[config.mk]
export PLATFORM = sky130hd
export DESIGN_NAME = aes_cbc_dec_256
export DESIGN_NICKNAME = d
export VERILOG_FILES = /design/src/rtl/aes_pkg.sv /design/src/rtl/aes_cbc_dec_256.sv
export SDC_FILE = /design/constraint.sdc
export NUM_CORES = 1
export LEC_CHECK = 0
export ABC_AREA = 1
export CORE_AREA = 2 2 268 270
export CTS_CLUSTER_DIAMETER = 200
export CTS_CLUSTER_SIZE = 20
export DETAILED_ROUTE_END_ITERATION = 16
export DIE_AREA = 0 0 270 272
export PLACE_DENSITY = 0.63
export SYNTH_ARGS = -nofsm -noshare
export SYNTH_HDL_FRONTEND = slang
export SYNTH_SLANG_ARGS = --single-unit
[constraint.sdc]
create_clock -name clk -period 1.85 [get_ports clk]
set_input_delay 0.2775 -clock clk [delete_from_list [all_inputs] [get_ports clk]]
set_output_delay 0.2775 -clock clk [all_outputs]
set_load 0.01 [all_outputs]
[src/rtl/aes_pkg.sv]
// Shared types and constants for the CBC-mode AES-256 decrypt wrapper.
package aes_pkg;

    typedef logic [127:0] block_t;

    typedef enum logic [1:0] {
        ST_IDLE = 2'd0,
        ST_WAIT = 2'd1,
        ST_HOLD = 2'd2
    } state_t;

    localparam int unsigned CNT_W    = 32;
    localparam int unsigned SETTLE_W = 4;

endpackage

[src/rtl/aes_cbc_dec_256.sv]
// CBC chaining wrapper around an external combinational aes_decrypt_256 core:
// registers ciphertext, waits for the core to settle, XORs with the chaining value.
module aes_cbc_dec_256
    import aes_pkg::*;
#(
    parameter int unsigned SETTLE_CYCLES = 2
) (
    input  logic             clk,
    input  logic             rst_n,
    input  logic             iv_load,
    input  logic [127:0]     iv,
    input  logic             in_valid,
    output logic             in_ready,
    input  logic [127:0]     in_block,
    output logic [127:0]     dec_cipher,
    input  logic [127:0]     dec_plain,
    output logic             out_valid,
    input  logic             out_ready,
    output logic [127:0]     out_block,
    output logic [CNT_W-1:0] blk_count,
    output logic             busy
);

    localparam logic [SETTLE_W-1:0] SETTLE_INIT = SETTLE_W'(SETTLE_CYCLES - 1);

    state_t              r_state;
    state_t              w_next;
    block_t              r_chain;
    block_t              r_cipher;
    block_t              r_out_block;
    logic                r_out_valid;
    logic [CNT_W-1:0]    r_blk_count;
    logic [SETTLE_W-1:0] r_settle;

    logic w_accept;
    logic w_capture;
    logic w_release;
    logic w_iv_load;

    always_ff @(posedge clk or negedge rst_n) begin
        if (!rst_n) begin
            r_state <= ST_IDLE;
        end else begin
            r_state <= w_next;
        end
    end

    always_comb begin
        w_next    = r_state;
        w_accept  = 1'b0;
        w_capture = 1'b0;
        w_release = 1'b0;
        w_iv_load = 1'b0;
        in_ready  = 1'b0;
        case (r_state)
            ST_IDLE: begin
                in_ready  = ~iv_load;
                w_iv_load = iv_load;
                if (!iv_load && in_valid) begin
                    w_accept = 1'b1;
                    w_next   = ST_WAIT;
                end
            end
            ST_WAIT: begin
                if (r_settle == '0) begin
                    w_capture = 1'b1;
                    w_next    = ST_HOLD;
                end
            end
            ST_HOLD: begin
                if (out_ready) begin
                    w_release = 1'b1;
                    w_next    = ST_IDLE;
                end
            end
            default: w_next = ST_IDLE;
        endcase
    end

    always_ff @(posedge clk or negedge rst_n) begin
        if (!rst_n) begin
            r_chain     <= '0;
            r_cipher    <= '0;
            r_out_block <= '0;
            r_out_valid <= 1'b0;
            r_blk_count <= '0;
            r_settle    <= '0;
        end else begin
            if (w_iv_load) begin
                r_chain     <= iv;
                r_blk_count <= '0;
            end
            if (w_accept) begin
                r_cipher <= in_block;
                r_settle <= SETTLE_INIT;
            end else if (r_state == ST_WAIT && r_settle != '0) begin
                r_settle <= r_settle - 1'b1;
            end
            if (w_capture) begin
                r_out_block <= dec_plain ^ r_chain;
                r_out_valid <= 1'b1;
            end
            // The ciphertext just consumed becomes the chaining value for the next block.
            if (w_release) begin
                r_out_valid <= 1'b0;
                r_chain     <= r_cipher;
                r_blk_count <= r_blk_count + 1'b1;
            end
        end
    end

    assign dec_cipher = r_cipher;
    assign out_valid  = r_out_valid;
    assign out_block  = r_out_block;
    assign blk_count  = r_blk_count;
    assign busy       = (r_state != ST_IDLE);

endmodule

=== Yosys cells after proc, flatten, opt, wreduce, memory -nomap -nowiden ===
Cells that the tools add are included.

* Register bits: 423
* Input port bits: 389
* Word-level logic and storage cells: 47

* Add/sub/neg operators: 2
* Equality and inequality tests: 5
* Multiplexer cells: 20
* Bitwise gates (word level): 2
* Reductions and logical operators: 11

{| class="wikitable"
|+ Operators by type and width
! operator !! number
|-
| $mux W128 || 2
|-
| $xor A128 B128 Y128 || 1
|-
| $mux W32 || 2
|-
| $add A32 B1 Y32 const B || 1
|-
| $mux W1 || 10
|-
| $mux W4 || 2
|-
| $reduce_bool A2 Y1 || 4
|-
| $mux W2 || 3
|-
| $ne A2 B2 Y1 const B || 3
|-
| $pmux W2 S3 || 1
|-
| $logic_not A4 Y1 || 1
|-
| $reduce_bool A4 Y1 || 1
|-
| $sub A4 B1 Y4 const B || 1
|-
| $reduce_and A3 Y1 || 1
|-
| $eq A2 B1 Y1 const B || 1
|-
| $eq A2 B2 Y1 const B || 1
|-
| $logic_and A1 B1 Y1 || 2
|-
| $logic_not A2 Y1 || 1
|-
| $logic_not A1 Y1 || 1
|-
| $not A1 Y1 || 1
|}

=== Depth between registers and ports, before layout ===
* Word-level depth: 5
* Depth in mapped cells: 9
* Mapped depth without buffers: 9

=== Worst setup path before layout ===
OpenSTA, ideal clock, no wires.

* Path type: reg-to-reg
* Start: reg r_settle[0]
* End: reg r_out_block[107] (netlist: out_block[107])
* Arrival: 1383 ps
* Required time: 1720 ps
* Slack: 337 ps
* Stages on the path, launching flop included: 10
* Buffers on the path: 2
* Clock period less this slack: 1513 ps
* Cell sequence: dfrtp_1 > inv_1 > ha_1 > nand3_1 > nor3_1 > inv_2 > buf_2 > buf_1 > nand2_1 > o21ai_0

* Longest elaborated chain between the ends: 3

{| class="wikitable"
|+ Ends and longest elaborated chain
! element !! line !! source
|-
| start, declared || aes_cbc_dec_256.sv:33 || <nowiki>logic [SETTLE_W-1:0] r_settle;</nowiki>
|-
| start signal, assigned || aes_cbc_dec_256.sv:97 || <nowiki>r_settle <= r_settle - 1'b1;</nowiki>
|-
| $logic_not A4 Y1 || aes_cbc_dec_256.sv:65 || <nowiki>if (r_settle == '0) begin</nowiki>
|-
| $mux W1 || aes_cbc_dec_256.sv:65 ||
|-
| $mux W1 || aes_cbc_dec_256.sv:55 || <nowiki>case (r_state)</nowiki>
|-
| end signal, assigned || aes_cbc_dec_256.sv:100 || <nowiki>r_out_block <= dec_plain ^ r_chain;</nowiki>
|-
| end, declared || aes_cbc_dec_256.sv:30 || <nowiki>block_t r_out_block;</nowiki>
|}

Every way passes these cells.
A chain may end at the register's enable or synchronous reset.

=== Worst setup path after layout ===
* Start: reg r_out_block[119] (netlist: out_block[119])
* End: out out_block[119]

{| class="wikitable"
|+ RTL lines
! element !! line !! source
|-
| end, declared || aes_cbc_dec_256.sv:19 || <nowiki>output logic [127:0] out_block,</nowiki>
|}

No word-level cell between the ends.

==> results.cfg <==
[global_route]
antenna_found_initial = 11
grt_start_max_net_pins = 84
grt_usage_pct = 17.7
grt.overflow.total = 0
grt_pass1_vias = 16271
grt_pass1_wl_um = 102000

[logic_synthesis]
synthTopCellsByArea = dfrtp_1 58%, nand2_1 21%, xnor2_1 6.1%
yosysUniqueCellTypes = 22
synth_top_area_share_pct = 58.0
async_flop_share_pct = 100
syn_nets = 2518
avgSynthCellArea_sq_um = 8.58
synth-seq-area-share_pct = 58.0
synth_common_cells = 1018 x nand2_1, 423 x dfrtp_1, 165 x nand3_1, 150 x o21ai_0, 128 x xnor2_1
syn_area_sq_um = 18200
synth_seq_cells = 423
yosys.area.top_type = dfrtp_1
synth_flop_cell = dfrtp_1
synth-warning-count = 0
synth_most_common_cell = nand2_1
netlist_instances = 2126
synth_edf_count = 0

[die]
ios = 680
fp.dieH_um = 272
row_count = 98
start_util_pct = 25.8
die_x_um = 270
core_area_sq_um = 70800
dieArea_sq_um = 73400

[routing]
routed_wl_um = 67100
drt_iter0_drc = 1112
postRouteAntennaNets = 0
route.detailed.drc = 0
via_count = 16462
viasPerCell = 4.33
first_pass_iters = 5
wl_per_cell_um = 17.7

[critical_path]
end_kind = output pin
cp.arrival_ns = 1.54
crit_required_ns = 1.57
path_max_fanout = 2
path_class = register to output pin
critical_path_buf_inv_count = 1
worstPathCellList = clkdlybuf4s50_1
worstSetupStartpointType = register
crit_slowest_cell = clkdlybuf4s50_1
cpLargestDelayFamily = buffers and inverters
critPathMaxStageDelay_ns = 0.57

[sta]
fin_crit_sh_pct = 98.2
finalHoldViolations = 0
tightestPinTransition_ns = 0.471
fin_crit_ns = 1.82
slew_headroom_pct = 68.6
setup_viol = 0
slew_violations = 0
fin_skew_ns = 0.0219
holdWs_ns = 0.137
finalWorstSetupSlack_ns = 0.0332
max_freq_ghz = 0.550

[final_layout]
final_layout_size_suffix_gt1_share_pct = 6.05
nets = 3234
area_delta_synth_final_pct = 51.6
num-fill-cells = 7126
design_area_sq_um = 27600
final_cells = 3799
final_core_util_pct = 39.1

[clock_network]
clock-sinks = 423
clk_path_buf_depth = 3
clkTransAtPathRegs_ns = 0.09
tritoncts = built
cts_buffers = 25
root_buffer = clkbuf_16
h-tree-depth = 1
clk_latency_ns = 0.58

[worst_hold_path]
hold_path_class = input pin to async pin

[place]
place_inst = 3729
dp_hpwl_um = 49800
place_ws_ns = -0.0163
place.gp.congestion = 0.918
io_buffers = 679
placed_area_sq_um = 26700

[power_and_ir_drop]
power.density_nw_per_um2 = 1440
leakage_uw = 0.0131
peakVddDrop_uv = 676

[job]
drv_cap = 0

[run_status]
status = complete, no violations
==> final cells by class <==
class	instances	area (sq um)	area share, %
sequential	423	10600	38.4
timing repair buffer	791	8020	29.0
multi-input combinational	1549	6950	25.1
tap	950	1190	4.30
clock buffer	25	626	2.26
inverter	52	215	0.778
clock inverter	1	20.0	0.0724
antenna	8	20.0	0.0724
==> layer usage <==
layer | vias up | global-route usage [%] | part of all wire [%]
li1 | 8075 | - | -
met1 | 7761 | 23.0 | 43
met4 | 2 | 6.20 | 3.1
met2 | 531 | 29.7 | 48
met3 | 93 | 3.02 | 5.8
met5 | - | 0 | 0.019
==> state kept, by name (all words and copies together), names as in the netlist <==
signal,flops
out_block,128
dec_cipher,128
out_valid,1
blk_count,32
r_chain,128
r_settle,4
r_state,2
==> cells in the final DEF, fill, tap and decap left out, types with 2 or more instances in the layout <==
master,instances
dlymetal6s2s_1,32
nand2_1,1018
inv_1,46
inv_4,3
o22ai_1,2
buf_4,77
diode_2,8
ha_1,2
o21ai_0,150
dlygate4sd2_1,100
nand3_1,165
nor2_4,2
a21oi_1,4
xnor2_1,128
nor2_1,62
clkbuf_16,25
dfrtp_2,19
dfrtp_1,404
nor3_1,3
nor2_2,2
buf_12,34
nand4_1,5
clkdlybuf4s50_1,545
==> kinds of logic after synthesis <==
logic type | synth area share (%)
adders and majority gates | 0.206
xor gates and xnor gates | 6.15
and+or+nand+nor | 27.3
buffers and inverters | 3.98
AOI/OAI and AO/OA | 4.34
DFF | 58.0
==> worst reg2reg max path: stages (launching register included) <==
cell and delay (ns):
dfrtp_1 0.42, buf_4 0.15, buf_4 0.14, nand3_2 0.14
nand2_1 0.14, inv_4 0.15, buf_12 0.24, nand2_1 0.18
nand3_1 0.08
==> per-stage QoR <==
step | power (uW) | setup TNS [ns]
global route | 42700 | -0.0129
CTS | 40500 | 0
floorplan | 24200 | 0
finish | 39900 | 0
detailed placement | 34900 | -0.0907
global placement | 34600 | 0
==> worst paths after layout <==
kind / from / to / slack (ns) / cells past startpoint
hold / removal: rst_n / out_block[5] / 0.14 / 2
min in group clk: in_block[59] / dec_cipher[59] / 0.22 / 3
max in group asynchronous: rst_n / dec_cipher[51] / 0.97 / 3
setup reg to reg: r_state[1] / r_chain[12] / 0.15 / 8
setup / recovery: out_block[119] / out_block[119] / 0.03 / 1
hold reg to reg: out_block[9] / out_block[9] / 0.49 / 2
==> power breakdown <==
part / switching (uW) / total, uW / leakage (uW) / internal, uW
sequential: 3050 / 16500 / 0.00523 / 13400
combinational: 8830 / 17700 / 0.00754 / 8880
clock: 3270 / 5710 / 0.000318 / 2440
total: 15200 / 39900 / 0.0131 / 24800
==> what timing repair did <==
action                                  in CTS  in global routing
pin swaps                                    1                  0
hold buffers                                 1                  0
gates resized for setup                    125                 33
gates cloned                                 0                  0
hold endpoints to repair                   301                  0
setup buffers                               30                  5
endpoints found under the setup margin     118                 38
No activity file was read; power rests on OpenSTA's default activity.
